## src/rtl/mem_arb_if.sv

```systemverilog
// Bus bundle for mem_arb: fetch port, data port and the shared memory port.
// slave  : seen from the arbiter (requests in, acks out, memory request out).
// master : seen from the surrounding requesters and memory model.
interface mem_arb_if #(
  parameter int XLEN = 32
);
  // Fetch port
  logic            i_req;
  logic [XLEN-1:0] i_addr;
  logic            i_ack;
  logic [XLEN-1:0] i_rdata;

  // Data (load/store) port
  logic            d_req;
  logic            d_we;
  logic [XLEN-1:0] d_addr;
  logic [XLEN-1:0] d_wdata;
  logic            d_ack;
  logic [XLEN-1:0] d_rdata;

  // Memory port
  logic            mem_req;
  logic            mem_we;
  logic [XLEN-1:0] mem_addr;
  logic [XLEN-1:0] mem_wdata;
  logic            mem_ack;
  logic [XLEN-1:0] mem_rdata;

  modport slave (
    input  i_req, i_addr, d_req, d_we, d_addr, d_wdata, mem_ack, mem_rdata,
    output i_ack, i_rdata, d_ack, d_rdata, mem_req, mem_we, mem_addr, mem_wdata
  );

  modport master (
    output i_req, i_addr, d_req, d_we, d_addr, d_wdata, mem_ack, mem_rdata,
    input  i_ack, i_rdata, d_ack, d_rdata, mem_req, mem_we, mem_addr, mem_wdata
  );
endinterface

```

## src/rtl/mem_arb.sv

```systemverilog
// mem_arb: two-requester (fetch / data) arbiter in front of a single-port
// memory with one transaction outstanding. Data has priority over fetch.
// Optional feature: define MEM_ARB_STARVE_EN to compile in a starvation guard
// that hands the memory to fetch after STARVE_MAX consecutive data grants
// made while fetch was waiting.
module mem_arb #(
  parameter int XLEN       = 32,
  parameter int STARVE_MAX = 4    // legal range 1..15
) (
  input  logic      clk,
  input  logic      rst_n,
  mem_arb_if.slave  bus
);

  typedef enum logic [1:0] {
    IDLE   = 2'd0,
    BUSY_I = 2'd1,
    BUSY_D = 2'd2
  } state_t;

  state_t          state_q, state_d;

  logic            mem_req_q,   mem_req_d;
  logic            mem_we_q,    mem_we_d;
  logic [XLEN-1:0] mem_addr_q,  mem_addr_d;
  logic [XLEN-1:0] mem_wdata_q, mem_wdata_d;

  logic            grant_i;
  logic            grant_d;
  logic            fetch_turn;   // starvation guard forces fetch this arbitration

`ifdef MEM_ARB_STARVE_EN
  logic [3:0] starve_q, starve_d;

  assign fetch_turn = (starve_q == 4'(STARVE_MAX));

  // Count data grants taken while fetch waits; any other grant clears it.
  always_comb begin
    starve_d = starve_q;
    if (grant_i) begin
      starve_d = 4'd0;
    end else if (grant_d) begin
      starve_d = bus.i_req ? (starve_q + 4'd1) : 4'd0;
    end
  end

  // Starvation counter register.
  always_ff @(posedge clk or negedge rst_n) begin
    if (!rst_n) begin
      starve_q <= 4'd0;
    end else begin
      starve_q <= starve_d;
    end
  end
`else
  assign fetch_turn = 1'b0;
`endif

  // Arbitration: only in IDLE; data wins unless the guard gives fetch its turn.
  always_comb begin
    grant_d = (state_q == IDLE) && bus.d_req && !(fetch_turn && bus.i_req);
    grant_i = (state_q == IDLE) && bus.i_req && !grant_d;
  end

  // Next-state and next memory-port values.
  always_comb begin
    // NOTE: every output of this block gets a default first so no path
    // leaves a signal unassigned, which would infer a latch.
    state_d     = state_q;
    mem_req_d   = mem_req_q;
    mem_we_d    = mem_we_q;
    mem_addr_d  = mem_addr_q;
    mem_wdata_d = mem_wdata_q;

    unique case (state_q)
      IDLE: begin
        if (grant_d) begin
          state_d     = BUSY_D;
          mem_req_d   = 1'b1;
          mem_we_d    = bus.d_we;
          mem_addr_d  = bus.d_addr;
          mem_wdata_d = bus.d_wdata;
        end else if (grant_i) begin
          state_d     = BUSY_I;
          mem_req_d   = 1'b1;
          mem_we_d    = 1'b0;
          mem_addr_d  = bus.i_addr;
          mem_wdata_d = '0;
        end
      end

      BUSY_I, BUSY_D: begin
        // Memory port holds steady; completion forces one idle bubble.
        if (bus.mem_ack) begin
          state_d   = IDLE;
          mem_req_d = 1'b0;
        end
      end

      default: begin
        state_d   = IDLE;
        mem_req_d = 1'b0;
      end
    endcase
  end

  // State and registered memory-port outputs.
  always_ff @(posedge clk or negedge rst_n) begin
    // NOTE: non-blocking assignments here so every register samples the
    // pre-edge values, regardless of statement order.
    if (!rst_n) begin
      state_q     <= IDLE;
      mem_req_q   <= 1'b0;
      mem_we_q    <= 1'b0;
      mem_addr_q  <= '0;
      mem_wdata_q <= '0;
    end else begin
      state_q     <= state_d;
      mem_req_q   <= mem_req_d;
      mem_we_q    <= mem_we_d;
      mem_addr_q  <= mem_addr_d;
      mem_wdata_q <= mem_wdata_d;
    end
  end

  assign bus.mem_req   = mem_req_q;
  assign bus.mem_we    = mem_we_q;
  assign bus.mem_addr  = mem_addr_q;
  assign bus.mem_wdata = mem_wdata_q;

  // Acks follow mem_ack in the same cycle; a mem_ack seen in IDLE is dropped.
  // Read data is zeroed whenever its ack is low.
  assign bus.i_ack   = (state_q == BUSY_I) && bus.mem_ack;
  assign bus.d_ack   = (state_q == BUSY_D) && bus.mem_ack;
  assign bus.i_rdata = bus.i_ack ? bus.mem_rdata : '0;
  assign bus.d_rdata = bus.d_ack ? bus.mem_rdata : '0;

endmodule

```

## src/flat_wrapper.sv

```systemverilog
// flat-port wrapper written by rule: the top's interface ports become plain ports
module mem_arb_flat 
#(
  parameter int XLEN       = 32,
  parameter int STARVE_MAX = 4                        
)
  (clk, rst_n, bus_i_req, bus_i_addr, bus_d_req, bus_d_we, bus_d_addr, bus_d_wdata, bus_mem_ack, bus_mem_rdata, bus_i_ack, bus_i_rdata, bus_d_ack, bus_d_rdata, bus_mem_req, bus_mem_we, bus_mem_addr, bus_mem_wdata);
  mem_arb_if #(.XLEN(XLEN)) bus_i ();
  input  logic clk;
  input  logic rst_n;
  input wire logic [$bits(bus_i.i_req)-1:0] bus_i_req;
  input wire logic [$bits(bus_i.i_addr)-1:0] bus_i_addr;
  input wire logic [$bits(bus_i.d_req)-1:0] bus_d_req;
  input wire logic [$bits(bus_i.d_we)-1:0] bus_d_we;
  input wire logic [$bits(bus_i.d_addr)-1:0] bus_d_addr;
  input wire logic [$bits(bus_i.d_wdata)-1:0] bus_d_wdata;
  input wire logic [$bits(bus_i.mem_ack)-1:0] bus_mem_ack;
  input wire logic [$bits(bus_i.mem_rdata)-1:0] bus_mem_rdata;
  output wire logic [$bits(bus_i.i_ack)-1:0] bus_i_ack;
  output wire logic [$bits(bus_i.i_rdata)-1:0] bus_i_rdata;
  output wire logic [$bits(bus_i.d_ack)-1:0] bus_d_ack;
  output wire logic [$bits(bus_i.d_rdata)-1:0] bus_d_rdata;
  output wire logic [$bits(bus_i.mem_req)-1:0] bus_mem_req;
  output wire logic [$bits(bus_i.mem_we)-1:0] bus_mem_we;
  output wire logic [$bits(bus_i.mem_addr)-1:0] bus_mem_addr;
  output wire logic [$bits(bus_i.mem_wdata)-1:0] bus_mem_wdata;
  assign bus_i.i_req = bus_i_req;
  assign bus_i.i_addr = bus_i_addr;
  assign bus_i.d_req = bus_d_req;
  assign bus_i.d_we = bus_d_we;
  assign bus_i.d_addr = bus_d_addr;
  assign bus_i.d_wdata = bus_d_wdata;
  assign bus_i.mem_ack = bus_mem_ack;
  assign bus_i.mem_rdata = bus_mem_rdata;
  assign bus_i_ack = bus_i.i_ack;
  assign bus_i_rdata = bus_i.i_rdata;
  assign bus_d_ack = bus_i.d_ack;
  assign bus_d_rdata = bus_i.d_rdata;
  assign bus_mem_req = bus_i.mem_req;
  assign bus_mem_we = bus_i.mem_we;
  assign bus_mem_addr = bus_i.mem_addr;
  assign bus_mem_wdata = bus_i.mem_wdata;
  mem_arb #(.XLEN(XLEN), .STARVE_MAX(STARVE_MAX)) u_core (.clk(clk), .rst_n(rst_n), .bus(bus_i));
endmodule
```

## config.mk

```make
export PLATFORM = sky130hd
export DESIGN_NAME = mem_arb_flat
export DESIGN_NICKNAME = d
export VERILOG_FILES = /design/src/rtl/mem_arb_if.sv /design/src/rtl/mem_arb.sv /design/src/flat_wrapper.sv
export SDC_FILE = /design/constraint.sdc
export NUM_CORES = 1
export LEC_CHECK = 0
export CAP_MARGIN = 20
export CELL_PAD_IN_SITES_DETAIL_PLACEMENT = 1
export CELL_PAD_IN_SITES_GLOBAL_PLACEMENT = 2
export CORE_UTILIZATION = 19
export CTS_BUF_LIST = sky130_fd_sc_hd__clkbuf_8
export CTS_CLUSTER_DIAMETER = 30
export DETAILED_ROUTE_END_ITERATION = 16
export PLACE_DENSITY = 0.95
export SETUP_SLACK_MARGIN = 0.4
export SYNTH_ARGS = -nofsm -noshare
export SYNTH_HDL_FRONTEND = slang
export SYNTH_SLANG_ARGS = --single-unit
```

## constraint.sdc

```tcl
create_clock -name clk -period 3.15 [get_ports clk]
set_input_delay 0.315 -clock clk [delete_from_list [all_inputs] [get_ports clk]]
set_output_delay 0.315 -clock clk [all_outputs]
set_load 0.01 [all_outputs]
```

==> results.ini <==
[run_status]
run_status=finished, final reports clean

[clock_tree]
clock_slew_at_reported_path_ffs_ns=0.08
root_buffer_master=sky130_fd_sc_hd__clkbuf_8
htree_levels=3
post_cts.repair.setup_buffers=0
clkLatencyLatePin_ns=0.36
cts_made_buffers=9
tritoncts=done
ctsHoldBuffers=0
cts_buffer_depth=2
post_cts.resized_instances=0
cts_num_sinks=68

[place]
detailedPlacementHpwl_um=10900
io_buffer_count=265
place_area_sq_um=6150
globalplace.congestion=0.775
pre_cts_slack_ns=0.825

[global_routing]
grt_start_max_net_pins=69
grt_pass1_wl_um=21900
initial_antenna_violation_count=0
grtUsageTotal_pct=15.7
globalRouteOverflowTotal=0
grt_pass1_vias=3944

[cells_and_area]
final_area_sq_um=6350
finalNetCount=708
syn_to_final_growth_pct=89.1
fillCellCount=1913
layout_cell_share_with_drive_strength_beyond_1_pct=5.38
final_util_pct=36.7
antennaDiodeCount=0
area.sequential_sq_um=1700
multiInputGateArea_sq_um=1440

[critical_path]
crit_path_end_kind=primary output
critPathLaunchType=flip-flop
cp.arrival_ns=2.07
class_of_the_most_critical_setup_path=flip-flop to primary output
worst-r2r-setup-slack_ns=1.20
path_max_fanout=33
worst_path_required_time_ns=2.83

[die]
start_util_pct=19.4
dieWidth_um=135
ios=266
die_y_um=135
placeableCoreArea_sq_um=17300
rows=48
design.die.area_sq_um=18200

[power_and_ir_drop]
net-switching-power_uw=1860
p_per_area_nw_per_um2=779
power.share.switching_pct=37.6
power.internal_uw=3090
leakage_dissipation_uw=0.00268
proportion_of_power_drawn_by_flip_flops_and_latches_pct=32.0
clockPowerShare_pct=14.9
share_of_power_burned_in_combinational_logic_pct=53.1
report.power.total_uw=4950
power.ir.vdd_worst_uv=378

[route]
m1WireLength_um=5750
route.detailed.drc=0
dr_total_vias=3746
detailedRoute.firstPassIterationCount=4
wire_length_on_met2_um=7070
routed.top_layer=met4
met3_length_um=1610
wirelength_um=14700
drt.antenna.violating_nets=0
via_per_inst=4.68
detail_route.iter0.violations=90
routed_len_inst_um=18.3

[sta]
worst-slew-pin-transition_ns=0.859
worst_slack_setup_final_ns=0.761
fin_tns_setup_ns=0
maxSlewViolCount=0
max_slew_margin_pct=42.7
finalCriticalPeriod_ns=2.39
final_hold_viol_count=0
fin_skew_ns=0.00783
rsz_0062_raised_after_global_routing=false
clock.fmax_ghz=0.419
setup_viol=0
final.period_utilization_pct=75.9

[logic_synthesis]
yosys.area.top_type=sky130_fd_sc_hd__dfrtp_1
post_synth_inst_count=323
ys_top_cells_by_area=sky130_fd_sc_hd__dfrtp_1, sky130_fd_sc_hd__and3_1, sky130_fd_sc_hd__a22o_1, sky130_fd_sc_hd__o32ai_1, sky130_fd_sc_hd__o22ai_1
synthesis.yosys.warnings=0
synth.top_cell.area_share_pct=50.6
synth.cell_area_sq_um=3360
ys_types=22
yosysSeqAreaShare_pct=50.6
synth_nets=460
post_synth.cell_area_avg_sq_um=10.4
yosys_register_bits=68

[hold_path]
worstHoldPathType=input pin to async pin

[job]
cap_violations=0

## placed cells by master, fill, tap and decap left out, drive strengths merged, types with 4 or more instances in the layout
cell type | synthesis | routed
clkdlybuf4s50 | 0 | 263
dfrtp | 68 | 68
and3 | 64 | 64
nor2 | 34 | 34
a22o | 33 | 33
o22ai | 33 | 33
o32ai | 31 | 31
buf | 16 | 12
clkbuf | 22 | 10
a21oi | 4 | 4
inv | 3 | 4
## state kept, by name (all words and copies together) (netlist names)
register and flops:
u_core.state_q 2, u_core.bus.mem_addr 32, u_core.bus.mem_wdata 32, u_core.bus.mem_req 1, u_core.bus.mem_we 1
## metrics by stage
| stage | std cells | hold WS [ns] |
|---|---|---|
| 5_1_grt | 801 | 0.131 |
| 3_3_place_gp | 785 | 0.471 |
| 6_report | 801 | 0.0629 |
| 3_5_place_dp | 785 | 0.487 |
| 2_1_floorplan | 323 | 0.0194 |
| 4_1_cts | 801 | 0.0849 |
## power by group through the flow
| stage | Combinational (uW) | Sequential [uW] | Clock [uW] |
|---|---|---|---|
| 2_1_floorplan | 1030 | 1720 | 0 |
| 3_3_place_gp | 2550 | 1580 | 0 |
| 5_1_grt | 2840 | 1640 | 804 |
| 4_1_cts | 2670 | 1590 | 772 |
| 6_report | 2630 | 1580 | 737 |
| 3_5_place_dp | 2660 | 1580 | 0 |
## cell usage after synthesis
cell / n
sky130_fd_sc_hd__dfrtp_1: 68
sky130_fd_sc_hd__clkbuf_1: 22
sky130_fd_sc_hd__a21oi_1: 4
sky130_fd_sc_hd__buf_1: 4
sky130_fd_sc_hd__buf_6: 8
sky130_fd_sc_hd__nor4b_1: 1
sky130_fd_sc_hd__buf_4: 1
sky130_fd_sc_hd__nor2b_1: 1
sky130_fd_sc_hd__nor2_1: 34
sky130_fd_sc_hd__buf_2: 3
sky130_fd_sc_hd__and2_1: 3
sky130_fd_sc_hd__ha_1: 3
sky130_fd_sc_hd__and3_1: 64
sky130_fd_sc_hd__o22ai_1: 33
sky130_fd_sc_hd__nor3_1: 1
sky130_fd_sc_hd__or2_1: 1
sky130_fd_sc_hd__o32ai_1: 31
sky130_fd_sc_hd__a22o_1: 33
sky130_fd_sc_hd__nand2_1: 2
sky130_fd_sc_hd__nand2b_1: 2
sky130_fd_sc_hd__inv_1: 3
sky130_fd_sc_hd__nand2_8: 1
## logic make-up (layout without fill, tap and decap cells)
| kind of cell | count (synthesis) | after routing | share of synthesized area [%] |
|---|---|---|---|
| flip-flops | 68 | 68 | 50.6 |
| AND/OR/NAND/NOR | 110 | 110 | 18.2 |
| adder cells (fa/ha/maj) | 3 | 3 | 1.12 |
| buffers and inverters | 41 | 294 | 6.59 |
| AO/OA/AOI/OAI | 101 | 101 | 23.4 |
## area by class of cell
type	instances	share of cell area (%)
multi-input cells	214	22.7
inverters	3	0.177
clock inverters	6	0.965
flip-flops and latches	68	26.8
well taps	225	4.43
clock buffers	10	2.17
repair buffers	275	42.8
## metal layers
layer / track usage [%] / vias up
met5: 0 / -
li1: - / 1735
met4: 4.99 / 0
met1: 17.5 / 1790
met3: 6.53 / 19
met2: 27.2 / 202
## worst paths after layout
path | start | to | depth (start not counted)
max reg2reg | u_core.state_q[0] | u_core.bus.mem_addr[15] | 6
min reg2reg | u_core.bus.mem_wdata[15] | u_core.bus.mem_wdata[15] | 1
min | rst_n | u_core.bus.mem_wdata[22] | 1
max | u_core.state_q[0] | bus_d_rdata[3] | 5
max in group asynchronous | rst_n | u_core.bus.mem_addr[31] | 1
min in group clk | u_core.bus.mem_wdata[15] | u_core.bus.mem_wdata[15] | 1
## worst max-delay path, cell delays in order (launching register included)
cell and delay, ns:
sky130_fd_sc_hd__dfrtp_1 0.41, sky130_fd_sc_hd__inv_1 0.10, sky130_fd_sc_hd__ha_1 0.16, sky130_fd_sc_hd__buf_4 0.27, sky130_fd_sc_hd__and3_1 0.24, sky130_fd_sc_hd__clkdlybuf4s50_1 0.55
No activity file was read; power rests on OpenSTA's default activity.
==> RTL edit (config.mk and constraints unchanged) <==
`XLEN` is set to 32 in 3 places; all go to 64.
--- a/src/rtl/mem_arb_if.sv
+++ b/src/rtl/mem_arb_if.sv
@@ -2,7 +2,7 @@
 // slave  : seen from the arbiter (requests in, acks out, memory request out).
 // master : seen from the surrounding requesters and memory model.
 interface mem_arb_if #(
-  parameter int XLEN = 32
+  parameter int XLEN = 64
 );
   // Fetch port
   logic            i_req;
--- a/src/rtl/mem_arb.sv
+++ b/src/rtl/mem_arb.sv
@@ -4,7 +4,7 @@
 // that hands the memory to fetch after STARVE_MAX consecutive data grants
 // made while fetch was waiting.
 module mem_arb #(
-  parameter int XLEN       = 32,
+  parameter int XLEN       = 64,
   parameter int STARVE_MAX = 4    // legal range 1..15
 ) (
   input  logic      clk,
--- a/src/flat_wrapper.sv
+++ b/src/flat_wrapper.sv
@@ -1,7 +1,7 @@
 // flat-port wrapper written by rule: the top's interface ports become plain ports
 module mem_arb_flat 
 #(
-  parameter int XLEN       = 32,
+  parameter int XLEN       = 64,
   parameter int STARVE_MAX = 4                        
 )
   (clk, rst_n, bus_i_req, bus_i_addr, bus_d_req, bus_d_we, bus_d_addr, bus_d_wdata, bus_mem_ack, bus_mem_rdata, bus_i_ack, bus_i_rdata, bus_d_ack, bus_d_rdata, bus_mem_req, bus_mem_we, bus_mem_addr, bus_mem_wdata);
Ports: changed (8 resized); port bits go from 266 to 522. The function was not compared with the original's and may differ.
==> RTL edit against the original RTL <==
- final area is 95% higher
- routed wire length is 140% higher
- fmax is 9.3% lower
- core utilization is 0.36 points higher
- worst setup slack worse by 0.24 ns
- largest cell class unchanged
- highest routed layer is now met5
- total power is 96% higher
- sequential cell count is 64 higher
- area after synthesis is 92% higher
==> RTL edit: results (changes against the original RTL) <==
Run status:
- Status: complete, no violations (unchanged).

Detailed routing:
- The met2 wire length came to 18300 µm (was 7070 µm).
- The mean number of vias per cell is 4.80 (was 4.68).
- The DRC violation total after the first TritonRoute iteration is 363 (was 90).
- The highest metal layer with signal wires is met5 (was met4).
- The met3 wire length is 2810 µm (was 1610 µm).

Finish:
- The register fraction of the total cell area was 26.6% (was 26.8%).
- The count of multi-input gates is 406 (was 214).
- The clock buffer count is 18 (was 10).
- The fraction of cell area in non-clock buffers is 43.7% (was 42.8%).
- The area growth from synthesis to layout was 92.6% (was 89.1%).

Placement:
- The number of port buffers is 521 (was 265).
- The weighted congestion reported at the end of routability-driven placement was 0.861 (was 0.775).
- The placed instance area is 0.0120 mm² (was 0.00615 mm²).

Clock tree:
- The number of buffers inserted during clock tree synthesis was 17 (was 9).
- The number of buffers inserted for hold repair after clock tree synthesis is 1 (was 0).
- The clock-pin slew on the worst setup and hold paths is 0.10 ns (was 0.08 ns).
- The total number of H-tree levels is 4 (was 3).
- The later-pin clock latency in the skew report is 0.48 ns (was 0.36 ns).

Pwr:
- The switching share of total power is 39.9% (was 37.6%).
- The sequential fraction of design power is 31.5% (was 32.0%).
- The static leakage was 5.20 nW (was 2.68 nW).

Die:
- The number of cell rows came to 67 (was 48).

GRT:
- The number of antenna violations at the first check in global routing is 7 (was 0).

Synthesis:
- The post-synthesis net count is 883 (was 460).
- Synth top cells by count: dfrtp_1, and3_1, nor2_1 (unchanged).

Worst setup path:
- The worst endpoint data arrival time is 2.32 ns (was 2.07 ns).
-- RTL edit: final timing paths --
| path | endpoint | slack, ns | cells past startpoint |
|---|---|---|---|
| max | bus_i_rdata[9] | 0.52 | 5 |
| min | u_core.bus.mem_addr[16] | 0.42 | 2 |
| max reg2reg | u_core.bus.mem_addr[24] | 1.03 | 6 |
| min reg2reg | u_core.bus.mem_wdata[51] | 0.51 | 1 |
| max in group asynchronous | u_core.bus.mem_wdata[6] | 1.91 | 3 |
| min in group clk | u_core.bus.mem_addr[6] | 0.42 | 3 |
-- RTL edit: worst max-delay path: stages (launching register included) --
cell and delay [ns]:
dfrtp_1 0.39, inv_1 0.10, ha_2 0.18, clkbuf_8 0.32, and3_1 0.26, clkdlybuf4s50_1 0.55
-- RTL edit: cells by family after synthesis --
family	count (synthesis)	synth area share, %
buffers and inverters	80	6.70
AOI/OAI and AO/OA	197	24.0
and+or+nand+nor	206	17.4
DFF	132	51.3
adders and majority gates	3	0.583
